[src/rtl/inst_pos_bridge.sv]
// Converts the core's level-request / ack-pulse instruction fetch port into a
// valid/ready read command plus an always-accepted response channel, with a response timeout.
module inst_pos_bridge #(
   parameter int unsigned TIMEOUT        = 255,
   parameter bit          ADDR_ALIGN_CHK = 1'b1
) (
   input  logic        clk_i,
   input  logic        rst_ni,
   input  logic        inst_pos_req_i,
   input  logic [31:0] inst_pos_addr_i,
   output logic        inst_pos_ack_o,
   output logic [31:0] inst_pos_data_o,
   output logic        inst_pos_error_o,
   output logic        cmd_valid_o,
   input  logic        cmd_ready_i,
   output logic [31:0] cmd_addr_o,
   input  logic        rsp_valid_i,
   input  logic [31:0] rsp_data_i,
   input  logic        rsp_err_i,
   output logic        busy_o
);

   typedef enum logic [1:0] {
      S_IDLE,
      S_ISSUE,
      S_WAIT,
      S_ACK
   } state_t;

   // The counter value held during the last WAIT cycle before the timeout fires.
   localparam logic [7:0] LP_CNT_LAST = 8'(TIMEOUT - 1);

   state_t      r_state;
   logic [31:0] r_addr;
   logic [31:0] r_data;
   logic        r_err;
   logic [7:0]  r_cnt;
   logic        r_orphan;

   logic        w_misaligned;
   logic        w_cmd_fire;
   logic        w_rsp_take;

   assign w_misaligned = ADDR_ALIGN_CHK && (inst_pos_addr_i[1:0] != 2'b00);
   assign w_cmd_fire   = cmd_valid_o && cmd_ready_i;
   assign w_rsp_take   = rsp_valid_i && !r_orphan;

   always_ff @(posedge clk_i or negedge rst_ni) begin
      if (!rst_ni) begin
         r_state  <= S_IDLE;
         r_addr   <= '0;
         r_data   <= '0;
         r_err    <= 1'b0;
         r_cnt    <= '0;
         r_orphan <= 1'b0;
      end else begin
         // A response owed to a timed-out fetch is swallowed wherever it lands.
         if (r_orphan && rsp_valid_i) begin
            r_orphan <= 1'b0;
         end

         unique case (r_state)
            S_IDLE: begin
               if (inst_pos_req_i) begin
                  r_addr <= inst_pos_addr_i;
                  if (w_misaligned) begin
                     r_data  <= '0;
                     r_err   <= 1'b1;
                     r_state <= S_ACK;
                  end else begin
                     r_state <= S_ISSUE;
                  end
               end
            end
            S_ISSUE: begin
               if (w_cmd_fire) begin
                  r_cnt   <= '0;
                  r_state <= S_WAIT;
               end
            end
            S_WAIT: begin
               // A response arriving on the expiry cycle beats the timeout.
               if (w_rsp_take) begin
                  r_data  <= rsp_data_i;
                  r_err   <= rsp_err_i;
                  r_state <= S_ACK;
               end else if (r_cnt == LP_CNT_LAST) begin
                  r_data   <= '0;
                  r_err    <= 1'b1;
                  r_orphan <= 1'b1;
                  r_state  <= S_ACK;
               end else begin
                  r_cnt <= r_cnt + 8'd1;
               end
            end
            S_ACK: begin
               r_state <= S_IDLE;
            end
            default: begin
               r_state <= S_IDLE;
            end
         endcase
      end
   end

   assign inst_pos_ack_o   = (r_state == S_ACK);
   assign inst_pos_data_o  = r_data;
   assign inst_pos_error_o = r_err;
   assign cmd_valid_o      = (r_state == S_ISSUE) && !r_orphan;
   assign cmd_addr_o       = r_addr;
   assign busy_o           = (r_state != S_IDLE) || r_orphan;

endmodule

[config.mk]
export PLATFORM = sky130hd
export DESIGN_NAME = inst_pos_bridge
export DESIGN_NICKNAME = d
export VERILOG_FILES = /design/src/rtl/inst_pos_bridge.sv
export SDC_FILE = /design/constraint.sdc
export NUM_CORES = 1
export LEC_CHECK = 0
export ABC_AREA = 1
export CAP_MARGIN = 20
export CELL_PAD_IN_SITES_DETAIL_PLACEMENT = 1
export CELL_PAD_IN_SITES_GLOBAL_PLACEMENT = 2
export CORE_UTILIZATION = 25
export DETAILED_ROUTE_END_ITERATION = 7
export PLACE_DENSITY_LB_ADDON = 0.2
export REMOVE_ABC_BUFFERS = 1
export SKIP_CTS_REPAIR_TIMING = 1
export SLEW_MARGIN = 20
export SYNTH_ARGS = -nofsm -noshare
export SYNTH_HDL_FRONTEND = slang
export SYNTH_SLANG_ARGS = --single-unit
[constraint.sdc]
create_clock -name clk_i -period 1.9 [get_ports clk_i]
set_clock_uncertainty 0.05 [all_clocks]
set_input_delay 0.285 -clock clk_i [delete_from_list [all_inputs] [get_ports clk_i]]
set_output_delay 0.285 -clock clk_i [all_outputs]
set_load 0.01 [all_outputs]
==> metrics.md, run 1 <==
| Metric | Value |
|---|---|
| MaxCap Viol Count | 0 |
| Wirelength, routed | 10.7 mm |
| Unrepaired setup endpoints after global routing | false |
| Starting Density | 25.8% |
| First-pass GRT wire length | 17.5 mm |
| Vias in the first global route | 3,286 |
| Critical path arrival | 1.44 ns |
| Critical setup path kind | register to output pin |
| Fin crit period | 1.78 ns |
| #FFs+latches synth | 76 |
| Syn Area/Cell | 9.33 um2 |
| Leakage power | 0.00263 uW |
| CTS tree | done |
| Slew Limit Fails | 0 |
| DR WL/cell | 15.1 um |
| Synth Area in Compound Gates | 2.58% |
| Worst hold slack | 0.377 ns |
| Initial antenna violation count | 0 |
| Final non-filler cell total | 711 |
| Routed vias | 3,128 |
| Post-Synth Simple-Gate Area | 23.5% |
| Layout area overhead | 55.5% |
| Final hold vios | 0 |
| P per Cell Area | 1590 nW/um2 |
| Multi-input gate area | 1450 um2 |
| Slew HR | 72.6% |
| Post-Syn Instances | 385 |
| Register area | 1900 um2 |
| Core area | 13,900 um2 |
| Port Buffers | 137 |
| Final setup fails | 0 |
| Multiplexer share of the synthesized area | 10.0% |
| Xor-xnor portion of the synthesized cell area | 0.488% |
| # fillers | 1,585 |
| Largest family of logic cells by synthesized area | simple AND/OR/NAND/NOR gates |
| Placed insts | 694 |
| Synth Warn # | 0 |
| Adder-cell share of the synthesized area | 2.44% |
| CTS clock-pin slew for the worst setup and hold paths | 0.06 ns |
| Unique masters post-synth | 24 |
| Share of cells above drive strength 1 | 14.5% |
| Later-pin clock latency in the skew report | 0.33 ns |
| NumNets Final | 603 |
| Site Rows | 43 |
| Die Y | 122 um |
| H-tree depth | 3 |
| Startpoint Class | register |
| TritonRoute pass-1 iters | 4 |
| Final instance area | 5580 um2 |
| Tot GR Track Use | 15.2% |
| Grt ovf | 0 |
| Sequential area share after synthesis | 53.0% |
| Synth top area share | 53.0% |
| Commonest non-fill, non-tap cells in the layout | clkdlybuf4s50_1, nand2_1, dfrtp_1 |
| Top cells by area, synth | dfrtp_1, mux2_2, nand2_1, nand4_1, inv_1 |
| Die Area | 14,800 um2 |
| Placed inst area | 5200 um2 |
| Tightest Pin Transition | 0.410 ns |
| Outcome | finished, final reports clean |
| Routed Antenna Nets | 0 |
| Worst Path Max Fanout | 4 |
| Antenna Cells | 0 |
| DIE WIDTH | 122 um |
| Residual DRC count | 0 |
| Mapped Area | 3590 um2 |
| Clk buf depth | 2 |
| Crit path from | r_state[0] |
| Commonest non-fill, non-tap cell in the layout | clkdlybuf4s50_1 |
| DR vias/cell | 4.40 |
| Post-synthesis cell type with the largest combined area | dfrtp_1 |
| Num CTS Buffers | 9 |
| Maximum VDD drop | 0.000695 V |
| RR Startpoint | r_state[0] |
| Crit end category | output pin |
| Final period utilization | 93.5% |
| Gpl congestion | 0.720 |
| Clock sinks | 76 |
| Critical Path RT | 1.56 ns |
| HP Class | input port to asynchronous set/reset pin |
| Fin util | 40.1% |
| Root Buffer Master | clkbuf_16 |
| Num ports | 138 |
| Fmax | 0.563 GHz |
| Detail Placement HPWL | 7.76 mm |
| Iteration-0 DRC Markers | 146 |
| Largest net degree at the start of global routing | 48 |
[layer usage]
layer,vias up,GRT usage (%),routed length [um]
met3,5,3.04,498
met2,69,25.0,5290
li1,1518,-,-
met5,-,0,0
met1,1536,20.1,4860
met4,0,4.63,93
[kinds of logic after synthesis]
kind of cell | after synthesis
AO/OA/AOI/OAI | 15
XOR/XNOR | 2
adder cells (fa/ha/maj) | 7
buffers and inverters | 65
flip-flops | 76
multiplexers | 32
AND/OR/NAND/NOR | 188
[area by class of cell]
| class | instances | share of cell area, % |
|---|---|---|
| clock buffers | 9 | 4.03 |
| clock inverters | 7 | 1.64 |
| inverters | 46 | 3.09 |
| multi-input cells | 244 | 25.9 |
| flip-flops and latches | 76 | 34.1 |
| well taps | 180 | 4.03 |
| repair buffers | 149 | 27.2 |
[worst max-delay path, stage by stage (launching register included)]
cell	delay (ns)
dfrtp_2	0.44
ha_1	0.20
clkdlybuf4s50_1	0.47
[power breakdown]
group          leakage (uW)  switching [uW]  internal [uW]
sequential         0.000974             422           2340
combinational       0.00150            2060           2220
clock              0.000155             667           1140
total               0.00263            3150           5710
[state kept, by name, summed over array words and instances (netlist names)]
name	cells
r_state	2
r_cnt	8
inst_pos_data_o	32
cmd_addr_o	32
inst_pos_error_o	1
r_orphan	1
[path summary, 6_finish.rpt]
path / to / slack, ns / cells after the start
min in group clk_i: inst_pos_data_o[29] / 0.42 / 2
max: inst_pos_ack_o / 0.12 / 2
min: inst_pos_data_o[16] / 0.38 / 2
max reg2reg: inst_pos_data_o[30] / 0.17 / 9
min reg2reg: inst_pos_data_o[29] / 0.42 / 2
max in group asynchronous: r_state[0] / 0.80 / 3
[Yosys cell counts, drive strengths merged]
library cell	count
nor2	41
or2	1
a21oi	3
clkbuf	7
mux2	32
o21ai	11
nand2	99
o21bai	1
ha	7
xor2	2
nand4	36
buf	12
nand3	11
inv	46
dfrtp	76
[metrics by stage]
step	setup WS (ns)	total power, uW	TNS (ns)
after global routing	0.00376	9490	0
after detailed placement	0.0511	7060	0
after CTS	-0.233	8940	-0.402
final	0.124	8870	0
after floorplan	-0.206	4580	-11.07
after global placement	0.110	6970	0
Power figures use the tool's default switching activity.
==> run 2, diff against run 1 <==
--- a/config.mk
+++ b/config.mk
@@ -9,7 +9,8 @@
 export CAP_MARGIN = 20
 export CELL_PAD_IN_SITES_DETAIL_PLACEMENT = 1
 export CELL_PAD_IN_SITES_GLOBAL_PLACEMENT = 2
-export CORE_UTILIZATION = 25
+export CORE_UTILIZATION = 26
+export CTS_BUF_LIST = sky130_fd_sc_hd__clkbuf_4 sky130_fd_sc_hd__clkbuf_8
 export DETAILED_ROUTE_END_ITERATION = 7
 export PLACE_DENSITY_LB_ADDON = 0.2
 export REMOVE_ABC_BUFFERS = 1
==> constraint.sdc (replaced) <==
create_clock -name clk_i -period 1.95 [get_ports clk_i]
set_clock_uncertainty 0.05 [all_clocks]
set_input_delay 0.2925 -clock clk_i [delete_from_list [all_inputs] [get_ports clk_i]]
set_output_delay 0.2925 -clock clk_i [all_outputs]
set_load 0.01 [all_outputs]
==> run 2 against run 1 <==
Combinational power shrank 3%. Design area shrank 1.8%. Non-clock buffer count grew 1. Critical endpoint unchanged. Largest power group unchanged.
==> metrics.md, run 2 (same netlist as run 1, synthesis figures left out) <==
| Metric | Value |
|---|---|
| Fmax | 0.552 GHz |
| Slew HR | 73.8% |
| Routed vias | 3,136 |
| Worst Path Max Fanout | 4 |
| Largest net degree at the start of global routing | 50 |
| Crit-path slowest cell | clkdlybuf4s50_1 |
| Crit end category | output pin |
| Site Rows | 42 |
| Fin util | 41.1% |
| Layout area overhead | 52.7% |
| Leakage power | 0.00260 uW |
| Routed Antenna Nets | 0 |
| Critical Path RT | 1.61 ns |
| Tot GR Track Use | 15.6% |
| Flop-to-flop setup slack | 0.17 ns |
| Root Buffer Master | clkbuf_8 |
| Port Buffers | 137 |
| Unrepaired setup endpoints after global routing | false |
| Crit path max-delay family | buffers and inverters |
| First-pass GRT wire length | 17.3 mm |
| Share of cells above drive strength 1 | 14.4% |
| Core area | 13,300 um2 |
| Slew Limit Fails | 0 |
| Final instance area | 5480 um2 |
| Die Area | 14,300 um2 |
| Initial antenna violation count | 0 |
| Maximum VDD drop | 0.000484 V |
| Starting Density | 26.9% |
| MaxCap Viol Count | 0 |
| DR vias/cell | 4.42 |
| Gpl congestion | 0.752 |
| Critical setup path kind | register to output pin |
| P per Cell Area | 1500 nW/um2 |
| Startpoint Class | register |
| CP bufs+invs | 1 |
| Worst hold slack | 0.361 ns |
| Critical path arrival | 1.47 ns |
| Detail Placement HPWL | 7.36 mm |
| Final setup fails | 0 |
| DR WL/cell | 14.7 um |
| HP Class | input port to asynchronous set/reset pin |
| Iteration-0 DRC Markers | 124 |
| TritonRoute pass-1 iters | 4 |
| RR Startpoint | r_cnt[1] |
| H-tree depth | 3 |
| Num ports | 138 |
| Die Y | 120 um |
| Commonest non-fill, non-tap cells in the layout | clkdlybuf4s50_1, nand2_1, dfrtp_1 |
| Num CTS Buffers | 9 |
| Wirelength, routed | 10.4 mm |
| Grt ovf | 0 |
| Sequence of cells on the critical path | ha_1 > clkdlybuf4s50_1 |
| CTS tree | done |
| CTS clock-pin slew for the worst setup and hold paths | 0.08 ns |
| CP max stage delay | 0.47 ns |
| FF-to-FF End | inst_pos_data_o[11] |
| Antenna Cells | 0 |
| Placed inst area | 5200 um2 |
| R2R cell count | 9 |
| Clock sinks | 76 |
| Final period utilization | 92.9% |
| Outcome | finished, final reports clean |
| Tightest Pin Transition | 0.393 ns |
| Commonest non-fill, non-tap cell in the layout | clkdlybuf4s50_1 |
| Fin crit period | 1.81 ns |
| DIE WIDTH | 120 um |
| Clk buf depth | 2 |
| NumNets Final | 605 |
| Vias in the first global route | 3,338 |
| Final hold vios | 0 |
| Later-pin clock latency in the skew report | 0.35 ns |
| Residual DRC count | 0 |
==> run 2: cell count changes in the layout (fill, tap and decap cells not counted), sizes merged <==
cell / delta
clkbuf: +1
clkinvlp: -1
buf: +1
nand2: +1
==> run 2: per-stage QoR <==
step,setup TNS (ns),setup slack (ns),power [uW],cells
2_1_floorplan,-7.42,-0.156,4460,366
3_3_place_gp,0,0.0379,6780,690
3_5_place_dp,-0.0539,-0.0180,6860,690
4_1_cts,-1.00,-0.244,8250,706
5_1_grt,0,0.0107,8810,709
6_report,0,0.139,8210,709
==> run 2: how the worst max path moves through the flow <==
stage                    start             endpoint  slack, ns  cells after the start
CTS                 r_state[0]               busy_o      -0.24                      4
global placement    r_state[0]  inst_pos_data_o[17]       0.04                      7
detailed placement  r_state[0]  inst_pos_data_o[29]      -0.02                      7
floorplan           r_state[0]   inst_pos_data_o[0]      -0.16                      7
global route          r_cnt[1]   inst_pos_data_o[5]       0.01                      9
finish              r_state[0]       inst_pos_ack_o       0.14                      2
==> run 2: area by class of cell <==
class,count,area (um2)
fill,1529,7870
sequential,76,1900
timing repair buffer,150,1530
multi-input combinational,245,1430
tap,176,220
inverter,46,173
clock buffer,10,138
clock inverter,6,87.6
==> run 2: report_power, final <==
part	switching, uW	internal, uW	total [uW]
Combinational	2000	2180	4180
Sequential	388	2280	2670
Clock	605	756	1360
Total	2990	5220	8210
==> run 2: per-layer routing <==
| layer | GRT usage [%] | vias to the layer above | wire length [um] |
|---|---|---|---|
| li1 | - | 1524 | - |
| met1 | 19.8 | 1530 | 4680 |
| met2 | 26.4 | 69 | 5110 |
| met3 | 2.47 | 13 | 421 |
| met4 | 6.25 | 0 | 196 |
| met5 | 0 | - | 0 |
==> run 2: worst reg2reg max path, delay by kind of cell, from the launching register on <==
| kind | cells | cell delay [ns] |
|---|---|---|
| adders and majority gates | 1 | 0.17 |
| DFF | 1 | 0.42 |
| and+or+nand+nor | 6 | 0.77 |
| buffers and inverters | 2 | 0.27 |
==> run 3, diff against run 2 <==
--- a/config.mk
+++ b/config.mk
@@ -9,8 +9,9 @@
 export CAP_MARGIN = 20
 export CELL_PAD_IN_SITES_DETAIL_PLACEMENT = 1
 export CELL_PAD_IN_SITES_GLOBAL_PLACEMENT = 2
-export CORE_UTILIZATION = 26
+export CORE_UTILIZATION = 24
 export CTS_BUF_LIST = sky130_fd_sc_hd__clkbuf_4 sky130_fd_sc_hd__clkbuf_8
+export CTS_CLUSTER_DIAMETER = 30
 export DETAILED_ROUTE_END_ITERATION = 7
 export PLACE_DENSITY_LB_ADDON = 0.2
 export REMOVE_ABC_BUFFERS = 1
@@ -19,3 +20,4 @@
 export SYNTH_ARGS = -nofsm -noshare
 export SYNTH_HDL_FRONTEND = slang
 export SYNTH_SLANG_ARGS = --single-unit
+export TNS_END_PERCENT = 5
==> constraint.sdc (replaced) <==
create_clock -name clk_i -period 1.57 [get_ports clk_i]
set_clock_uncertainty 0.05 [all_clocks]
set_input_delay 0.2355 -clock clk_i [delete_from_list [all_inputs] [get_ports clk_i]]
set_output_delay 0.2355 -clock clk_i [all_outputs]
set_load 0.01 [all_outputs]
==> run 3 against run 2 <==
The flow now finishes with violations (negative setup slack). Non-clock buffer count rose by 18. Die area rose by 8.2%. Flip-flop and latch count did not move. Sequential share of layout area fell by 2.6 points. Cell count rose by 3.7%. Critical endpoint is now cmd_valid_o.
==> metrics.md, run 3 (same netlist as run 1, synthesis figures left out) <==
| Metric | Value |
|---|---|
| Num CTS Buffers | 9 |
| Crit path from | r_state[1] |
| TritonRoute pass-1 iters | 4 |
| Grt ovf | 0 |
| Fin crit period | 1.62 ns |
| Final worst slack | -0.0528 ns |
| Critical Path RT | 1.28 ns |
| Outcome | complete, but fails checks |
| Unrepaired setup endpoints after global routing | true |
| Clk buf depth | 2 |
| RR Startpoint | r_state[1] |
| Final period utilization | 103% |
| Port Buffers | 137 |
| Critical setup path kind | register to output pin |
| Commonest non-fill, non-tap cells in the layout | nand2_1, dfrtp_1, clkdlybuf4s50_1 |
| Antenna Cells | 0 |
| Wirelength, routed | 11.2 mm |
| Worst hold slack | 0.372 ns |
| DR WL/cell | 15.2 um |
| Site Rows | 44 |
| CTS tree | done |
| Final hold vios | 0 |
| Flop-to-flop setup slack | -0.05 ns |
| Detail Placement HPWL | 7.58 mm |
| Routed vias | 3,227 |
| Die Area | 15,500 um2 |
| Slew Limit Fails | 0 |
| DR vias/cell | 4.39 |
| R2R cell count | 9 |
| CTS clock-pin slew for the worst setup and hold paths | 0.09 ns |
| Tot GR Track Use | 15.0% |
| Vias in the first global route | 3,441 |
| Startpoint Class | register |
| DIE WIDTH | 124 um |
| Largest net degree at the start of global routing | 77 |
| HP Class | input port to asynchronous set/reset pin |
| Setup_tns | -1.31 ns |
| Crit end category | output pin |
| Tightest Pin Transition | 0.425 ns |
| MaxCap Viol Count | 0 |
| Maximum VDD drop | 0.000964 V |
| Iteration-0 DRC Markers | 142 |
| # fillers | 1,631 |
| FF-to-FF End | inst_pos_data_o[9] |
| Core area | 14,600 um2 |
| Root Buffer Master | clkbuf_8 |
| Clock sinks | 76 |
| Starting Density | 24.6% |
| CP endpoint | cmd_valid_o |
| Layout area overhead | 64.6% |
| Commonest non-fill, non-tap cell in the layout | nand2_1 |
| Routed Antenna Nets | 0 |
| Gpl congestion | 0.710 |
| Fmax | 0.616 GHz |
| Later-pin clock latency in the skew report | 0.37 ns |
| Final setup fails | 38 |
| Initial antenna violation count | 0 |
| P per Cell Area | 1760 nW/um2 |
| H-tree depth | 3 |
| Residual DRC count | 0 |
| Num ports | 138 |
| Worst Path Max Fanout | 3 |
| Die Y | 124 um |
| NumNets Final | 623 |
| Failing checks | negative setup slack |
| First-pass GRT wire length | 18.2 mm |
| Slew HR | 71.6% |
| Critical path arrival | 1.34 ns |
| Leakage power | 0.00355 uW |
| Share of cells above drive strength 1 | 20.9% |
[run 3: how the worst min path moves through the flow]
stage,from,to,slack (ns),cells after the start
finish,rst_ni,inst_pos_data_o[12],0.37,3
global placement,rst_ni,inst_pos_data_o[19],0.25,2
CTS,rst_ni,inst_pos_data_o[21],-0.16,2
detailed placement,rst_ni,inst_pos_data_o[21],0.25,2
floorplan,rst_ni,cmd_addr_o[0],-0.11,0
global route,rst_ni,inst_pos_data_o[12],0.40,3
[run 3: final cells by class]
cell class              count  area, um2  area share, %
flip-flops and latches     76       1900           32.2
repair buffers            168       1880           31.8
multi-input cells         245       1540           26.0
well taps                 184        230           3.89
inverters                  46        180           3.05
clock buffers               9        124           2.10
clock inverters             7       57.6          0.974
[run 3: power by group]
part           switching (uW)  leakage [uW]  total [uW]  internal (uW)
sequential                423      0.000976        3240           2820
combinational            2800       0.00249        5720           2920
clock                     837     0.0000886        1440            598
[run 3: metrics by stage]
step | setup slack, ns | std cells | util [%] | total power [uW] | area (um2)
6_report | -0.0528 | 735 | 40.5 | 10400 | 5910
5_1_grt | -0.141 | 735 | 40.5 | 11200 | 5910
4_1_cts | -0.500 | 726 | 37.8 | 10400 | 5520
3_5_place_dp | -0.159 | 710 | 36.6 | 8860 | 5340
3_3_place_gp | -0.144 | 710 | 36.6 | 8740 | 5340
2_1_floorplan | -0.536 | 366 | - | 5540 | 3480
[run 3: worst max-delay path, cell delays in order (launching register included)]
cell and delay (ns):
dfrtp_1 0.41, buf_6 0.13, inv_6 0.06, ha_4 0.12
inv_2 0.03, nor2_1 0.09, buf_2 0.13
[run 3: layer usage]
layer	vias up	track usage [%]	part of all wire [%]	wire length, um
met1	1575	18.2	44	4900
li1	1568	-	-	-
met5	-	0	0	0
met3	9	4.17	4.2	469
met2	75	25.7	51	5700
met4	0	4.39	1.2	134
